==> src/rtl/osyrys64_pkg.sv <==
// Shared definitions for the load-return path: funct3 encodings, FSM states
// and the per-load flag record kept in the metadata queue.
package osyrys64_pkg;

    localparam logic [2:0] F3_LB  = 3'b000;
    localparam logic [2:0] F3_LH  = 3'b001;
    localparam logic [2:0] F3_LW  = 3'b010;
    localparam logic [2:0] F3_LD  = 3'b011;
    localparam logic [2:0] F3_LBU = 3'b100;
    localparam logic [2:0] F3_LHU = 3'b101;
    localparam logic [2:0] F3_LWU = 3'b110;
    localparam logic [2:0] F3_ILL = 3'b111;

    typedef enum logic [1:0] {
        S_IDLE,
        S_HI,
        S_OUT
    } state_e;

    // Width-independent part of a queue entry; offset and tag are packed
    // beside it by the user because their widths depend on XLEN and TAG_W.
    typedef struct packed {
        logic [2:0] f3;
        logic       split;
        logic       bad;
    } meta_flags_t;

    function automatic logic [3:0] f3_size(input logic [2:0] f3);
        return 4'd1 << f3[1:0];
    endfunction

endpackage

==> src/rtl/load_meta_fifo.sv <==
// Circular metadata FIFO for outstanding loads, with a per-entry kill bit
// that a flush sets on every slot in one cycle.
module load_meta_fifo #(
    parameter int DEPTH  = 4,
    parameter int DATA_W = 8,
    localparam int PTR_W = $clog2(DEPTH),
    localparam int CNT_W = PTR_W + 1
) (
    input  logic              clk,
    input  logic              rst_n,
    input  logic              push_i,
    input  logic [DATA_W-1:0] push_data_i,
    input  logic              pop_i,
    input  logic              kill_all_i,
    output logic [DATA_W-1:0] head_data_o,
    output logic              head_kill_o,
    output logic [CNT_W-1:0]  count_o,
    output logic              empty_o,
    output logic              full_o
);

    logic [DATA_W-1:0] mem_q [DEPTH];
    logic [DEPTH-1:0]  kill_q;
    logic [DEPTH-1:0]  kill_d;
    logic [PTR_W-1:0]  wr_ptr_q;
    logic [PTR_W-1:0]  rd_ptr_q;
    logic [CNT_W-1:0]  count_q;

    // Marking free slots too is harmless: a push always clears its own slot,
    // which also keeps a request enqueued alongside a flush alive.
    always_comb begin
        kill_d = kill_all_i ? {DEPTH{1'b1}} : kill_q;
        if (push_i) begin
            kill_d[wr_ptr_q] = 1'b0;
        end
    end

    always_ff @(posedge clk) begin
        if (push_i) begin
            mem_q[wr_ptr_q] <= push_data_i;
        end
    end

    always_ff @(posedge clk or negedge rst_n) begin
        if (!rst_n) begin
            wr_ptr_q <= '0;
            rd_ptr_q <= '0;
            count_q  <= '0;
            kill_q   <= '0;
        end else begin
            kill_q <= kill_d;
            if (push_i) begin
                wr_ptr_q <= wr_ptr_q + 1'b1;
            end
            if (pop_i) begin
                rd_ptr_q <= rd_ptr_q + 1'b1;
            end
            case ({push_i, pop_i})
                2'b10:   count_q <= count_q + 1'b1;
                2'b01:   count_q <= count_q - 1'b1;
                default: count_q <= count_q;
            endcase
        end
    end

    assign head_data_o = mem_q[rd_ptr_q];
    assign head_kill_o = kill_q[rd_ptr_q];
    assign count_o     = count_q;
    assign empty_o     = (count_q == '0);
    assign full_o      = (count_q == CNT_W'(DEPTH));

endmodule

==> src/rtl/load_align_queue.sv <==
// In-order load return: pairs memory beats with queued load metadata, merges
// boundary-crossing loads, aligns/extends and registers the writeback result.
module load_align_queue
    import osyrys64_pkg::*;
#(
    parameter int XLEN             = 64,
    parameter int DEPTH            = 4,
    parameter int TAG_W            = 5,
    parameter int SUPPORT_MISALIGN = 1,
    localparam int NB    = XLEN / 8,
    localparam int OFF_W = $clog2(NB),
    localparam int CNT_W = $clog2(DEPTH) + 1
) (
    input  logic             clk,
    input  logic             rst_n,
    input  logic             req_valid,
    output logic             req_ready,
    input  logic [2:0]       req_f3,
    input  logic [OFF_W-1:0] req_offset,
    input  logic [TAG_W-1:0] req_tag,
    input  logic             rsp_valid,
    output logic             rsp_ready,
    input  logic [XLEN-1:0]  rsp_data,
    input  logic             rsp_err,
    input  logic             flush,
    output logic             wb_valid,
    input  logic             wb_ready,
    output logic [XLEN-1:0]  wb_data,
    output logic [TAG_W-1:0] wb_tag,
    output logic             wb_err,
    output logic [CNT_W-1:0] pending
);

    localparam int META_W = $bits(meta_flags_t) + OFF_W + TAG_W;

    state_e            state_q, state_d;
    logic [XLEN-1:0]   lo_beat_q, lo_beat_d;
    logic              lo_err_q, lo_err_d;
    logic              wb_valid_q, wb_valid_d;
    logic [XLEN-1:0]   wb_data_q, wb_data_d;
    logic [TAG_W-1:0]  wb_tag_q, wb_tag_d;
    logic              wb_err_q, wb_err_d;

    logic [3:0]        req_size;
    logic              req_illegal;
    logic              req_cross;
    meta_flags_t       req_flags;
    logic              fifo_push;
    logic              fifo_pop;
    logic              fifo_empty;
    logic              fifo_full;
    logic [META_W-1:0] head_data;
    logic              head_kill;
    meta_flags_t       head_flags;
    logic [OFF_W-1:0]  head_off;
    logic [TAG_W-1:0]  head_tag;
    logic              beat_acc;

    logic [2*XLEN-1:0] merged;
    logic [XLEN-1:0]   aligned;
    logic [XLEN-1:0]   extended;
    logic [XLEN-1:0]   result_data;
    logic              result_err;
    logic              sign_bit;
    int                size_bits;

    // Legality and boundary crossing are resolved at issue so the response
    // path only has to look at stored flags.
    always_comb begin
        req_size        = f3_size(req_f3);
        req_illegal     = (req_f3 == F3_ILL) || (int'(req_size) > NB);
        req_cross       = (int'(req_offset) + int'(req_size)) > NB;
        req_flags.f3    = req_f3;
        req_flags.split = (SUPPORT_MISALIGN != 0) && req_cross;
        req_flags.bad   = req_illegal || ((SUPPORT_MISALIGN == 0) && req_cross);
    end

    assign fifo_push = req_valid && req_ready;

    load_meta_fifo #(
        .DEPTH  (DEPTH),
        .DATA_W (META_W)
    ) u_meta_fifo (
        .clk         (clk),
        .rst_n       (rst_n),
        .push_i      (fifo_push),
        .push_data_i ({req_flags, req_offset, req_tag}),
        .pop_i       (fifo_pop),
        .kill_all_i  (flush),
        .head_data_o (head_data),
        .head_kill_o (head_kill),
        .count_o     (pending),
        .empty_o     (fifo_empty),
        .full_o      (fifo_full)
    );

    assign {head_flags, head_off, head_tag} = head_data;

    assign req_ready = !fifo_full;
    assign rsp_ready = !fifo_empty && ((state_q != S_OUT) || wb_ready);
    assign beat_acc  = rsp_valid && rsp_ready;

    // In S_HI the stored low beat sits below the arriving high beat, so one
    // shifter serves both single and split loads.
    always_comb begin
        merged    = (state_q == S_HI) ? {rsp_data, lo_beat_q} : {{XLEN{1'b0}}, rsp_data};
        aligned   = XLEN'(merged >> {head_off, 3'b000});
        size_bits = 8 << head_flags.f3[1:0];
        case (head_flags.f3[1:0])
            2'd0:    sign_bit = aligned[7];
            2'd1:    sign_bit = aligned[15];
            2'd2:    sign_bit = aligned[31];
            default: sign_bit = aligned[XLEN-1];
        endcase
        sign_bit = sign_bit & ~head_flags.f3[2];
        for (int i = 0; i < XLEN; i++) begin
            extended[i] = (i < size_bits) ? aligned[i] : sign_bit;
        end
        result_err  = rsp_err || head_flags.bad || ((state_q == S_HI) && lo_err_q);
        result_data = result_err ? '0 : extended;
    end

    always_comb begin
        state_d    = state_q;
        lo_beat_d  = lo_beat_q;
        lo_err_d   = lo_err_q;
        wb_valid_d = wb_valid_q;
        wb_data_d  = wb_data_q;
        wb_tag_d   = wb_tag_q;
        wb_err_d   = wb_err_q;
        fifo_pop   = 1'b0;

        if ((state_q == S_OUT) && (wb_ready || flush)) begin
            wb_valid_d = 1'b0;
            state_d    = S_IDLE;
        end

        // A head killed now or earlier still consumes its beats, just silently.
        if (beat_acc) begin
            if ((state_q != S_HI) && head_flags.split) begin
                lo_beat_d = rsp_data;
                lo_err_d  = rsp_err;
                state_d   = S_HI;
            end else begin
                fifo_pop = 1'b1;
                if (head_kill || flush) begin
                    state_d = S_IDLE;
                end else begin
                    wb_valid_d = 1'b1;
                    wb_data_d  = result_data;
                    wb_tag_d   = head_tag;
                    wb_err_d   = result_err;
                    state_d    = S_OUT;
                end
            end
        end
    end

    always_ff @(posedge clk or negedge rst_n) begin
        if (!rst_n) begin
            state_q    <= S_IDLE;
            lo_beat_q  <= '0;
            lo_err_q   <= 1'b0;
            wb_valid_q <= 1'b0;
            wb_data_q  <= '0;
            wb_tag_q   <= '0;
            wb_err_q   <= 1'b0;
        end else begin
            state_q    <= state_d;
            lo_beat_q  <= lo_beat_d;
            lo_err_q   <= lo_err_d;
            wb_valid_q <= wb_valid_d;
            wb_data_q  <= wb_data_d;
            wb_tag_q   <= wb_tag_d;
            wb_err_q   <= wb_err_d;
        end
    end

    assign wb_valid = wb_valid_q;
    assign wb_data  = wb_data_q;
    assign wb_tag   = wb_tag_q;
    assign wb_err   = wb_err_q;

endmodule

==> config.mk <==
export PLATFORM = sky130hd
export DESIGN_NAME = load_align_queue
export DESIGN_NICKNAME = d
export VERILOG_FILES = /design/src/rtl/osyrys64_pkg.sv /design/src/rtl/load_meta_fifo.sv /design/src/rtl/load_align_queue.sv
export SDC_FILE = /design/constraint.sdc
export NUM_CORES = 1
export LEC_CHECK = 0
export ABC_AREA = 1
export CAP_MARGIN = 10
export CELL_PAD_IN_SITES_DETAIL_PLACEMENT = 2
export CELL_PAD_IN_SITES_GLOBAL_PLACEMENT = 2
export CORE_AREA = 3 3 212 214
export CTS_CLUSTER_DIAMETER = 40
export DETAILED_ROUTE_END_ITERATION = 7
export DIE_AREA = 0 0 215 217
export GPL_ROUTABILITY_DRIVEN = 0
export MAX_ROUTING_LAYER = met4
export PLACE_DENSITY_LB_ADDON = 0.1
export REMOVE_ABC_BUFFERS = 1
export SYNTH_ARGS = -nofsm -noshare
export SYNTH_HDL_FRONTEND = slang
export SYNTH_SLANG_ARGS = --single-unit
==> constraint.sdc <==
create_clock -name clk -period 2.1 [get_ports clk]
set_clock_uncertainty 0.2 [all_clocks]
set_input_delay 0.21 -clock clk [delete_from_list [all_inputs] [get_ports clk]]
set_output_delay 0.21 -clock clk [all_outputs]
set_load 0.1 [all_outputs]
# == Word level (Yosys, flattened, before mapping) ==
# Memory sizes are Yosys's and may differ from the RTL's.
# Cells that the tools add are included.
# totals
register_bits,149
latchBits,0
mem_bits_rw,52
romBits,0
inputBits,82
out_inout_bits,76
wordCells,212
memories,1
# memory_table
memory,depth,width,rd,rd_clocked_by_memory_dff,wr,line,text
u_meta_fifo.mem_q,4,13,1,0,1,load_meta_fifo.sv:22,logic [DATA_W-1:0] mem_q [DEPTH];
# classes
n_addsub,5
mul,0
n_div,0
magnitude_cmp,69
n_eq_ne,10
shifts,3
n_mux,86
bitwise_logic,6
reduce_logical,21
# ops
op,n
7-bit by 32-bit less-than comparator with 1-bit output (first input constant),32
6-bit by 32-bit less-than comparator with 1-bit output (first input constant),16
5-bit by 32-bit less-than comparator with 1-bit output (first input constant),8
4-bit by 32-bit less-than comparator with 1-bit output (first input constant),4
128-bit two-way mux,1
128-bit by 6-bit >> shifter with 64-bit output,1
1-bit two-way mux,74
3-bit by 32-bit less-than comparator with 1-bit output (first input constant),2
64-bit two-way mux,1
1-bit by 32-bit less-than comparator with 1-bit output (first input constant),1
2-bit by 32-bit less-than comparator with 1-bit output (first input constant),1
4-bit by 2-bit << shifter with 32-bit output (first input constant),1
2-bit two-way mux,4
4-bit two-way mux,2
1-bit logical AND,7
2-bit by 1-bit == test with 1-bit output (second input constant),3
2-bit == test (second input constant),3
3-bit == test (second input constant),2
1-bit logical OR,6
2-bit by 3-bit less-than comparator with 1-bit output (second input constant),2
3-bit one-hot mux with 2 select lines,1
3-bit by 4-bit adder with 5-bit output,1
5-bit by 4-bit > comparator with 1-bit output (second input constant),1
2-bit by 1-bit adder with 2-bit output (second input constant),2
20 further kinds,24

# == Logic depth before layout (Yosys ltp) ==
# Gate-level depths: netlist of the first run.
# depth
ltp_word,7
ltp_mapped,17
mapped_depth_nobuf,15

# == Hierarchy ==
# Synthesis of the first run repeated with hierarchy kept, for this count alone.
# hier_totals
hier_cells,1710
area_unflattened_um2,12318.1
# modules_own_cells
mod,n_inst,cells_per_inst,area_per_inst_um2,seq_area_each_um2
load_align_queue,1,1491,9649.3,3453.3
load_meta_fifo,1,219,2668.8,1836.8

# == Least setup slack after synthesis of the first run ==
# OpenSTA, ideal clock, no wires.
# synth_timing
kind,reg2reg
from,"reg u_meta_fifo.count_q[2], in the netlist u_meta_fifo.count_o[2]"
to,"reg u_meta_fifo.count_q[2], in the netlist u_meta_fifo.count_o[2]"
setup_time_ps,131
arrival_ps,3423
required_ps,1769
slack_ps,-1654
stages_incl_launch_ff,9
n_path_buf,0
synth_period_minus_slack_ps,3754
path_cell_list,dfrtp_1 > nand3_1 > nand2_1 > ha_1 > inv_1 > fa_1 > a21oi_1 > o21ai_0 > xor2_1
# synth_between
elab_cells_between_ends,14
classes_between,2 x add/sub; 3 x eq/ne; 2 x mux; 7 x reduce/logical
# synth_lines
item,line,text
start: declaration,load_meta_fifo.sv:27,logic [CNT_W-1:0] count_q;
start signal: assignment,load_meta_fifo.sv:59,2'b10: count_q <= count_q + 1'b1;
start signal: assignment,load_meta_fifo.sv:60,2'b01: count_q <= count_q - 1'b1;
start signal: assignment,load_meta_fifo.sv:61,default: count_q <= count_q;
3-bit == test (*),load_meta_fifo.sv:70,assign full_o = (count_q == CNT_W'(DEPTH));
1-bit logical NOT (*),load_align_queue.sv:99,assign req_ready = !fifo_full;
net req_ready,load_align_queue.sv:17,"output logic req_ready,"
1-bit logical AND (*),load_align_queue.sv:78,assign fifo_push = req_valid && req_ready;
2-bit by 1-bit == test with 1-bit output / 2-bit == test (equally long branches),load_meta_fifo.sv:58,"case ({push_i, pop_i})"
3-bit one-hot mux with 2 select lines / 2-bit nonzero test (equally long branches),--,
# The timed path passes the listed nets; every way through them passes the cells marked *.
# A chain may end at the register's enable or synchronous reset.

# == Final worst setup path of the first run ==
# layout_timing
from,reg state_q[1]
to,"reg wb_data_q[39], in the netlist wb_data[39]"
# layout_between
elab_chain_cells,7
elab_cells_between_ends,17
classes_between,3 x eq/ne; 1 x shift; 4 x mux; 2 x bitwise; 7 x reduce/logical
# layout_lines
item,line,text
start: declaration,load_align_queue.sv:36,"state_e state_q, state_d;"
start signal: assignment,load_align_queue.sv:169,state_q <= state_d;
2-bit by 1-bit == test with 1-bit output,"load_align_queue.sv:106, load_align_queue.sv:119",
128-bit two-way mux,load_align_queue.sv:106,"merged = (state_q == S_HI) ? {rsp_data, lo_beat_q} : {{XLEN{1'b0}}, rsp_data};"
128-bit by 6-bit >> shifter with 64-bit output,load_align_queue.sv:107,"aligned = XLEN'(merged >> {head_off, 3'b000});"
1-bit one-hot mux with 3 select lines,load_align_queue.sv:109,case (head_flags.f3[1:0])
1-bit AND,load_align_queue.sv:115,sign_bit = sign_bit & ~head_flags.f3[2];
1-bit two-way mux,load_align_queue.sv:117,extended[i] = (i < size_bits) ? aligned[i] : sign_bit;
64-bit two-way mux,load_align_queue.sv:120,result_data = result_err ? '0 : extended;
end signal: assignment,load_align_queue.sv:173,wb_data_q <= wb_data_d;
end: declaration,load_align_queue.sv:40,"logic [XLEN-1:0] wb_data_q, wb_data_d;"
# Parallel ways exist; a longest one is shown, timed or not.

==> results of run 1 <==
## final timing paths
| check | from | to | slack [ps] |
|---|---|---|---|
| max in group asynchronous | rst_n | wb_data[39] | 1340 |
| min reg2reg | wb_data[53] | wb_data[53] | 280 |
| max reg2reg | state_q[1] | wb_data[39] | -470 |
| max | state_q[1] | wb_data[39] | -470 |
| min | rsp_data[18] | lo_beat_q[18] | 40 |
| min in group asynchronous | rst_n | wb_data[14] | 60 |
## critical path, cell delays in order, from the launching register on
cell       delay [ps]
dfrtp_1           390
buf_4             150
nor2_4            140
buf_12            170
nand2_1            90
o21ai_0           170
nand2_1           150
nand3_2           100
nand2_1           100
nand2_2           100
nand3_2            80
nand3_2           100
nand2_4           100
nand2_8           140
clkbuf_16         180
nand2_1            50
nand2_1            60
## per-stage QoR
step,instances,setup TNS (ps),setup slack [ps]
after CTS,2729,-19730,-336
final,2753,-36380,-471
after global routing,2753,-49320,-579
after detailed placement,2626,-41420,-443
after floorplan,1666,-414590,-2670
after global placement,2626,-29170,-399
## sequential cells by signal, summed over array words and instances (netlist names)
register / cells
lo_beat_q: 64
lo_err_q: 1
state_q: 2
u_meta_fifo.count_o: 3
u_meta_fifo.kill_q: 4
u_meta_fifo.mem_q: 52
u_meta_fifo.rd_ptr_q: 2
u_meta_fifo.wr_ptr_q: 2
wb_data: 64
wb_err: 1
wb_tag: 5
wb_valid: 1
## where the power goes
part | leakage (nW) | internal (mW) | switching, mW
Clock | 0.838 | 5.34 | 2.73
Sequential | 2.38 | 5.36 | 0.818
Combinational | 6.14 | 9.87 | 16.9
Total | 9.36 | 20.6 | 20.5
## cell type report
cell class                 instances  area, um^2  area share, %
multi-input combinational       1317        6570           34.7
tap                              585         732           3.86
sequential                       201        5290           27.9
inverter                         149         597           3.15
clock inverter                    30         373           1.97
timing repair buffer             408        4010           21.2
clock buffer                      62        1360           7.16
timing repair inverter             1        5.00         0.0264
## metal layers
| metal | wire (um) | vias to the layer above |
|---|---|---|
| li1 | - | 6458 |
| met5 | 0 | - |
| met4 | 1260 | 0 |
| met1 | 24900 | 7036 |
| met3 | 2240 | 87 |
| met2 | 30500 | 274 |
## cell usage in the layout, fill, tap and decap left out, drive strengths merged, types with 28 or more instances in the layout
master | Yosys | layout
buf | 84 | 319
inv | 146 | 151
clkbuf | 35 | 70
clkdlybuf4s50 | 0 | 80
dfrtp | 149 | 149
o21ai | 167 | 167
nand3 | 141 | 141
o211ai | 63 | 63
a21oi | 28 | 28
edfxtp | 52 | 52
nand2 | 747 | 748
nor2 | 99 | 99
## logic make-up after synthesis
kind of cell    after synthesis  synth area share (%)
simple gates                992                  32.0
mux                          10                 0.890
xor+xnor                      6                 0.420
compound gates              298                  13.9
fa+ha+maj                    10                  1.12
flops                       201                  42.3
buf+inv                     268                  9.48
## repair_timing
action / in CTS / in global routing
buffers inserted: 8 / 14
hold buffers: 2 / 0
endpoints found under the hold margin: 149 / 0
endpoints found under the setup margin: 124 / 145
gates cloned: 1 / 10
pin swaps: 5 / 33
gates resized for setup: 124 / 105
==> flow_summary_export.csv, run 1 <==
group,metric,value,unit
hold_path,hold_depth,3,
sta,hold_viol_final,0,
clocking,cts.sinks,201,
setup_path,crit_fanout,13,
logic_synthesis,synth_top_cell_by_area,"dfrtp_1",
clocking,path_clk_slew,60,ps
layout,nNetsFinal,2219,
pwr,p_leak,9.36,nW
floorplan,coreArea,0.0431,mm^2
clocking,cts_tree,"done",
floorplan,die_y,217,um
clocking,cts_buffers,49,
grt,grt_overflow,0,
logic_synthesis,dominantRegCellSynth,"dfrtp_1",
logic_synthesis,syn_inst,1785,
drt,drc_errors,0,
layout,nFillCells,4844,
sta,slew_violations,0,
grt,use_met2,43.0,%
setup_path,arrival,2880,ps
pwr,p_total,41.1,mW
flow_run,maxCapViolations,0,
sta,hold_slack,40.9,ps
drt,routed_wl,58900,um
drt,via_per_inst,5.03,
place,numPortBuffers,157,
grt,track_usage,24.3,%
sta,setup_viol,132,
floorplan,dieArea,0.0467,mm^2
pwr,p_per_area,2170,mW/mm^2
logic_synthesis,yosysSeqAreaShare,42.3,%
floorplan,ios,158,
setup_path,end_kind,"flip-flop",
sta,period_needed,2570,ps
logic_synthesis,netlist_top_cells_count,"738 x nand2_1, 149 x dfrtp_1, 141 x o21ai_0, 138 x nand3_1, 129 x inv_1",
logic_synthesis,synth.top_cell.area_share,29.8,%
logic_synthesis,synth.avg_cell_area,7.01,um^2
floorplan,die_width,215,um
floorplan,rows,76,
layout,stdcell_area,0.0189,mm^2
floorplan,initial_utilization,29.0,%
layout,drive_above_1_share,26.1,%
drt,ant_nets,0,
logic_synthesis,yosys_warnings,0,
logic_synthesis,synthTopCellsByArea,"dfrtp_1 30%, nand2_1 22%, edfxtp_1 12%",
sta,worst_slack,-471,ps
logic_synthesis,async_flop_share,74.1,%
drt,firstDrtPassIters,5,
grt,grt_pass1_vias,15500,
grt,met1_usage,28.9,%
layout,antennaDiodeCount,0,
logic_synthesis,synth.distinct_cells,40,
logic_synthesis,synth.most_common_cell,"nand2_1",
grt,antenna_found_initial,0,
setup_path,path_class,"reg2reg",
drt,wl_per_cell,21.4,um
setup_path,worstSetupStartpointType,"flip-flop",
drt,drt_iter0_drc,634,
pwr,ir_worst_vdd,1.28,mV
hold_path,hold_class,"in2reg",
place,placed_area,0.0160,mm^2
sta,grt_setup_unrepaired,"true",
layout,synthToLayoutAreaGrowth,51.4,%
clocking,clk_latency,600,ps
grt,grt_first_pass_wirelength,88000,um
clocking,htree_levels,2,
sta,worst_slew_pin_slew,445,ps
logic_synthesis,ys_ff_latch,201,
sta,max_freq,389,MHz
place,dpl.hpwl,37600,um
grt,grt.busiest_layer,"met2",
logic_synthesis,netlist_area,0.0125,mm^2
outcome,violations,"setup timing",
drt,vias,13900,
layout,utilization,44.0,%
sta,finalCritPeriodShare,122,%
sta,relSlewSlack,70.0,%
setup_path,worstPathRequired,2410,ps
logic_synthesis,synth_edf_count,52,
clocking,cts_buffer_depth,3,
clocking,clock-root-buffer,"clkbuf_16",
grt,grt_start_max_net_pins,48,
setup_path,reg2regPathDepth,16,
grt,use_met3,4.10,%
outcome,outcome,"finished, violations left",
No activity file was read; power rests on OpenSTA's default activity.
==> run 2, diff against run 1 <==
TNS_END_PERCENT = 1   (was unset)
==> run 2 against run 1 <==
Compared with the run above: worst setup slack got worse by 19 ps; first-iteration DRC count increased by 6.8%; the run still ends with setup timing left; sequential power about the same; clock power hardly changed; critical path type unchanged.
==> flow_summary_export.csv, run 2 (synthesized netlist as in run 1, its figures left out) <==
group,metric,value,unit
floorplan,ios,158,
setup_path,crit_buf_inv,8,
sta,period_needed,2590,ps
layout,final_cell_mix,"715 x nand2_1, 243 x buf_4, 148 x dfrtp_1",
clocking,cts_buffers,49,
sta,slew_violations,0,
grt,track_usage,24.1,%
drt,wl_per_cell,21.3,um
setup_path,crit_top_cell,"nand2_1",
setup_path,worstPathRequired,2380,ps
place,dp_slack,-443,ps
setup_path,worstSetupStartpointType,"flip-flop",
layout,stdcell_count,2741,
clocking,cts_tree,"done",
grt,antenna_found_initial,0,
drt,drc_errors,0,
outcome,violations,"setup timing",
floorplan,die_width,215,um
pwr,p_per_area,2160,mW/mm^2
sta,tns,-34280,ps
setup_path,cp_slowest_cell,"dfrtp_2",
clocking,cts_buffer_depth,3,
grt,grt_start_max_net_pins,48,
sta,hold_viol_final,0,
layout,antennaDiodeCount,0,
drt,firstDrtPassIters,5,
layout,final_common_cell,"nand2_1",
grt,grt_first_pass_wirelength,87300,um
sta,hold_slack,44.0,ps
clocking,path_clk_slew,60,ps
floorplan,dieArea,0.0467,mm^2
clocking,clk_latency,600,ps
pwr,p_leak,9.24,nW
pwr,ir_worst_vdd,1.35,mV
flow_run,maxCapViolations,0,
sta,worst_slack,-490,ps
setup_path,crit_family,"buffers and inverters",
setup_path,end_kind,"flip-flop",
grt,grt_overflow,0,
place,dpl.cell_count,2626,
layout,drive_above_1_share,24.7,%
sta,finalCritPeriodShare,123,%
floorplan,initial_utilization,29.0,%
clocking,htree_levels,2,
drt,routed_wl,58500,um
sta,grt_setup_unrepaired,"true",
drt,via_per_inst,5.02,
setup_path,crit_chain,"clkinv_4 -> buf_6 -> nor2_2 -> o22ai_2 -> nand2_1 -> inv_2 -> nor2_4 -> buf_4 -> nand2_4 -> inv_2 -> nand2_4 -> clkinv_4 -> clkbuf_16 -> o21ai_0 -> inv_1 -> nand2_1 -> nand2_1",
hold_path,hold_depth,3,
setup_path,crit_cells,17,
setup_path,crit_fanout,15,
floorplan,die_y,217,um
setup_path,cpPeakStageDelay,470,ps
layout,nNetsFinal,2207,
hold_path,hold_class,"in2reg",
place,numPortBuffers,157,
sta,relSlewSlack,69.6,%
sta,max_freq,386,MHz
layout,synthToLayoutAreaGrowth,49.6,%
sta,worst_slew_pin_slew,451,ps
grt,grt_pass1_vias,15500,
place,dpl.hpwl,37600,um
floorplan,coreArea,0.0431,mm^2
pwr,p_total,40.5,mW
setup_path,arrival,2870,ps
floorplan,rows,76,
outcome,outcome,"finished, violations left",
setup_path,path_class,"reg2reg",
sta,setup_viol,129,
clocking,clock-root-buffer,"clkbuf_16",
drt,vias,13800,
setup_path,reg2regPathDepth,17,
drt,ant_nets,0,
layout,nFillCells,4859,
clocking,cts.sinks,201,
drt,drt_iter0_drc,677,
-- run 2: through the flow --
stage	cell area [um^2]	util [%]
after floorplan	11900	-
after global placement	16000	37.1
after detailed placement	16000	37.1
after CTS	18000	41.8
after global routing	18700	43.5
final	18700	43.5
-- run 2: repair_timing --
action / 4_1_cts / 5_1_grt
pin swaps: 4 / 29
gates cloned: 1 / 8
gates resized for setup: 64 / 131
setup buffers: 3 / 11
hold buffers: 2 / 0
endpoints found under the setup margin: 124 / 145
hold endpoints to repair: 149 / 0
-- run 2: layer usage --
metal / up-vias / share of wire [%] / global-route usage (%)
li1: 6445 / - / -
met1: 6965 / 43 / 28.8
met2: 253 / 51 / 42.7
met3: 89 / 3.8 / 3.90
met4: 0 / 2.4 / 6.28
met5: - / 0 / -
-- run 2: final cells by class --
class,instances,area [um^2],share of cell area [%]
tap,585,732,3.91
inverter,149,594,3.18
timing repair inverter,1,8.76,0.0468
multi-input combinational,1317,6520,34.8
clock inverter,30,373,1.99
clock buffer,62,1360,7.25
sequential,201,5290,28.3
timing repair buffer,396,3840,20.5
-- run 2: worst paths after layout --
| kind | start | to | slack [ps] |
|---|---|---|---|
| max | u_meta_fifo.rd_ptr_q[0] | wb_data[47] | -490 |
| min | rsp_data[18] | lo_beat_q[18] | 40 |
| max reg2reg | u_meta_fifo.rd_ptr_q[0] | wb_data[47] | -490 |
| min reg2reg | wb_data[25] | wb_data[25] | 280 |
| max in group asynchronous | rst_n | wb_data[39] | 1320 |
| min in group asynchronous | rst_n | wb_data[6] | 60 |
-- run 2: worst min-delay path, delay by kind of cell --
family / cells / cell delay (ps)
AO/OA/AOI/OAI: 1 / 90
buffers and inverters: 2 / 480
-- run 2: report_power, final --
part | internal [mW] | leakage, nW | switching [mW] | total, mW
combinational | 9.54 | 6.03 | 16.7 | 26.2
clock | 5.34 | 0.838 | 2.74 | 8.07
sequential | 5.36 | 2.38 | 0.822 | 6.18
total | 20.2 | 9.24 | 20.3 | 40.5
==> edit 1 (config.mk and constraints of run 2) <==
`DEPTH` is set to 4 in 2 places; all go to 8.
--- a/src/rtl/load_meta_fifo.sv
+++ b/src/rtl/load_meta_fifo.sv
@@ -2,5 +2,5 @@
 // that a flush sets on every slot in one cycle.
 module load_meta_fifo #(
-    parameter int DEPTH  = 4,
+    parameter int DEPTH  = 8,
     parameter int DATA_W = 8,
     localparam int PTR_W = $clog2(DEPTH),
--- a/src/rtl/load_align_queue.sv
+++ b/src/rtl/load_align_queue.sv
@@ -5,5 +5,5 @@
 #(
     parameter int XLEN             = 64,
-    parameter int DEPTH            = 4,
+    parameter int DEPTH            = 8,
     parameter int TAG_W            = 5,
     parameter int SUPPORT_MISALIGN = 1,
Ports: changed (resized pending); port bits go from 158 to 159. The function was not compared with the original's and may differ.
==> edit 1 against run 2 <==
The flow still finishes with violations (negative setup slack). Sequential share of layout area grew 4.1 points. Final area grew 16%. Sequential cell count grew 59. Wire length grew 28%. Synthesized area grew 19%. Worst setup slack lost 610 ps. Largest cell class unchanged.
Power is not shown: default switching activity piles up to over one toggle a cycle in this logic, so the estimate is an artifact.
==> edit 1: results (changes against run 2) <==
[global_route]
grt_pass1_vias=17441  ; +13%
grt_first_pass_wirelength_um=101400  ; +16%
grt_max_degree=64  ; +33%
grtUsageMet2_pct=51.40  ; +8.7 points
grt_use_total_pct=28.48  ; +4.3 points
grt_use_met3_pct=3.937  ; +0.042 points
grtUsageMet1_pct=32.45  ; +3.7 points

[synthesis]
yosysUniqueCellTypes=44  ; +10%
synth_compound_area_share_pct=15.74  ; +1.9 points
synthMuxAreaShare_pct=1.214  ; +0.32 points
synth_edf_count=104  ; +100%
async_reset_ff_share_pct=60.00  ; -14 points
netlist_top_cells_count=nand2_1, o21ai_0, inv_1
synth_xor_area_share_pct=0.4688  ; +0.049 points
synth_area_leaders=dfrtp_1, edfxtp_1, nand2_1

[status]
outcome=finished with violations
violations=negative setup slack

[routing]
wirelength_um=74680  ; +28%
via_count=16003  ; +16%
wl_met3_um=2825  ; +28%
drtIter0Drc=849  ; +25%
met2_length_um=39160  ; +31%
m1WireLength_um=29650  ; +18%

[cts]
worstSkewPairLatency_ps=620  ; +20 ps
postCtsSetupRepairBufs=13  ; +10
cts_resized=67  ; +4.7%
numCtsBuffers=51  ; +4.1%

[finish]
final_nets=2419  ; +9.6%
drive_gt1_share_pct=23.64  ; -1.0 points
nonClockBufferCount=416  ; +5.1%
multi_input_area_um2=7044  ; +8.1%
clkbuf_count=62  ; unchanged
seq_cells=260  ; +29%
register_area_um2=7029  ; +33%
inverters=230  ; +53%
clkCellAreaFrac_pct=8.691  ; -0.55 points
nFillCells=4637  ; -4.6%
multi_input_cells=1368  ; +3.9%
bufAreaShareNonClock_pct=19.05  ; -1.5 points

[sta]
slew_headroom_pct=65.37  ; -4.2 points
setup_viol=172  ; +33%
fin_ws_ps=-1098  ; -608.1 ps

[place]
io_buffer_count=158  ; +0.64%
dpl.hpwl_um=42270  ; +12%

[setup_path]
crit_family=buffers and inverters
critPathMaxFanout=9  ; -6

-- edit 1: stage by stage --
stage                     cells  setup TNS [ps]  instance area (um^2)  setup slack (ps)  hold WS, ps
after global placement     2812          -48910                 18490            -749.0       -25.26
final                      2954          -88090                 21720             -1098        26.04
after detailed placement   2812          -68930                 18490            -922.6       -24.42
after floorplan            1857         -732260                 14340             -4381       -285.6
after CTS                  2924          -51730                 20830            -778.2        21.32
after global routing       2954         -103940                 21720             -1209        54.81
-- edit 1: worst paths after layout --
| kind | end | from |
|---|---|---|
| max in group asynchronous | wb_data[13] | rst_n |
| min | lo_beat_q[33] | rsp_data[33] |
| min in group asynchronous | lo_beat_q[18] | rst_n |
| max reg2reg | wb_data[35] | u_meta_fifo.rd_ptr_q[0] |
| min reg2reg | wb_data[38] | wb_data[38] |
| max | wb_data[35] | u_meta_fifo.rd_ptr_q[0] |
==> edit 2 (config.mk and constraints of run 2) <==
Without the edit above. The 3 states of `state_e` get a one-hot encoding in 3 bits.
--- a/src/rtl/osyrys64_pkg.sv
+++ b/src/rtl/osyrys64_pkg.sv
@@ -12,8 +12,8 @@
     localparam logic [2:0] F3_ILL = 3'b111;
 
-    typedef enum logic [1:0] {
-        S_IDLE,
-        S_HI,
-        S_OUT
+    typedef enum logic [2:0] {
+        S_IDLE = 3'b001,
+        S_HI   = 3'b010,
+        S_OUT  = 3'b100
     } state_e;
 
Check against the original RTL: no difference found for any inputs over 4 cycles, from zero or initial values and one cycle with rst_n low; so few cycles prove little.
==> edit 2 against run 2 <==
Critical endpoint is now wb_data[27]. Critical path type unchanged. Highest routed layer unchanged. Wire length is 4.2% lower. Via count is 2.7% lower. Synthesized area is 2.3% lower. Final area is 1.3% lower. Worst setup slack better by 30 ps. Critical path depth stayed put. Sequential cell count is 1 higher. Maximum frequency is 1.2% higher. The run still ends with negative setup slack left.
Power is not shown: default switching activity piles up to over one toggle a cycle in this logic, so the estimate is an artifact.
==> edit 2: results (changes against run 2) <==
[global_route]
grt_use_met3_pct=3.044  ; -0.85 points
grt_pass1_vias=14542  ; -5.9%
grt_max_degree=57  ; +19%
grt_use_total_pct=23.16  ; -0.98 points
grtUsageMet1_pct=28.50  ; -0.26 points
grtUsageMet2_pct=40.38  ; -2.3 points
grt_first_pass_wirelength_um=83400  ; -4.5%

[synthesis]
async_reset_ff_share_pct=74.26  ; +0.13 points
synth_seq_area_share_pct=43.51  ; +1.2 points
netlist_top_cells_count=nand2_1, o21ai_0, dfrtp_1
yosysUniqueCellTypes=37  ; -7.5%
synthCells=1752  ; -1.8%
ys_ff_latch=202  ; +0.50%

[status]
outcome=finished with violations
violations=negative setup slack

[routing]
wl_met3_um=1686  ; -23%
m1WireLength_um=24650  ; -1.5%
via_count=13385  ; -2.7%
wirelength_um=56020  ; -4.2%
avgViaCountPerCell=4.987  ; -0.60%

[place]
placed_area_um2=15610  ; -2.3%
place_inst=2562  ; -2.4%
dpl.hpwl_um=36640  ; -2.5%

[sta]
fin_ws_ps=-460.8  ; +29.56 ps
slew_headroom_pct=63.90  ; -5.7 points
tns_ps=-28660  ; +5627 ps
setup_viol=116  ; -10%

[finish]
final_area_um2=18470  ; -1.3%
nFillCells=4826  ; -0.68%
drive_gt1_share_pct=24.15  ; -0.52 points
clkbuf_count=64  ; +3.2%
multi_input_area_share_pct=34.18  ; -0.64 points
nonClockBufferCount=375  ; -5.3%
bufAreaShareNonClock_pct=20.52  ; -0.025 points
final_nets=2152  ; -2.5%

[setup_path]
critPathMaxFanout=9  ; -6
crit_family=simple AND/OR/NAND/NOR gates
cp_data_arrival_time_ps=2820  ; -50 ps

[cts]
numCtsBuffers=48  ; -2.0%
postCtsSetupRepairBufs=13  ; +10

==> edit 2: worst paths after layout <==
| check | startpoint | endpoint | slack [ps] |
|---|---|---|---|
| hold reg to reg | lo_beat_q[59] | lo_beat_q[59] | 280 |
| min in group asynchronous | rst_n | lo_beat_q[59] | 510 |
| hold / removal | rsp_data[59] | lo_beat_q[59] | 30 |
| setup reg to reg | u_meta_fifo.rd_ptr_q[0] | wb_data[27] | -460 |
| max in group asynchronous | rst_n | lo_beat_q[56] | 520 |
| setup / recovery | u_meta_fifo.rd_ptr_q[0] | wb_data[27] | -460 |
==> edit 2: cells by family (layout without fill, tap and decap cells) <==
family / after synthesis / after routing / share of synthesized area, %
AND/OR/NAND/NOR: 876 / 879 / 28.56
AO/OA/AOI/OAI: 388 / 388 / 17.18
XOR/XNOR: 6 / 6 / 0.4302
buffers and inverters: 270 / 614 / 9.165
adder cells (fa/ha/maj): 10 / 10 / 1.147
flip-flops: 202 / 202 / 43.51
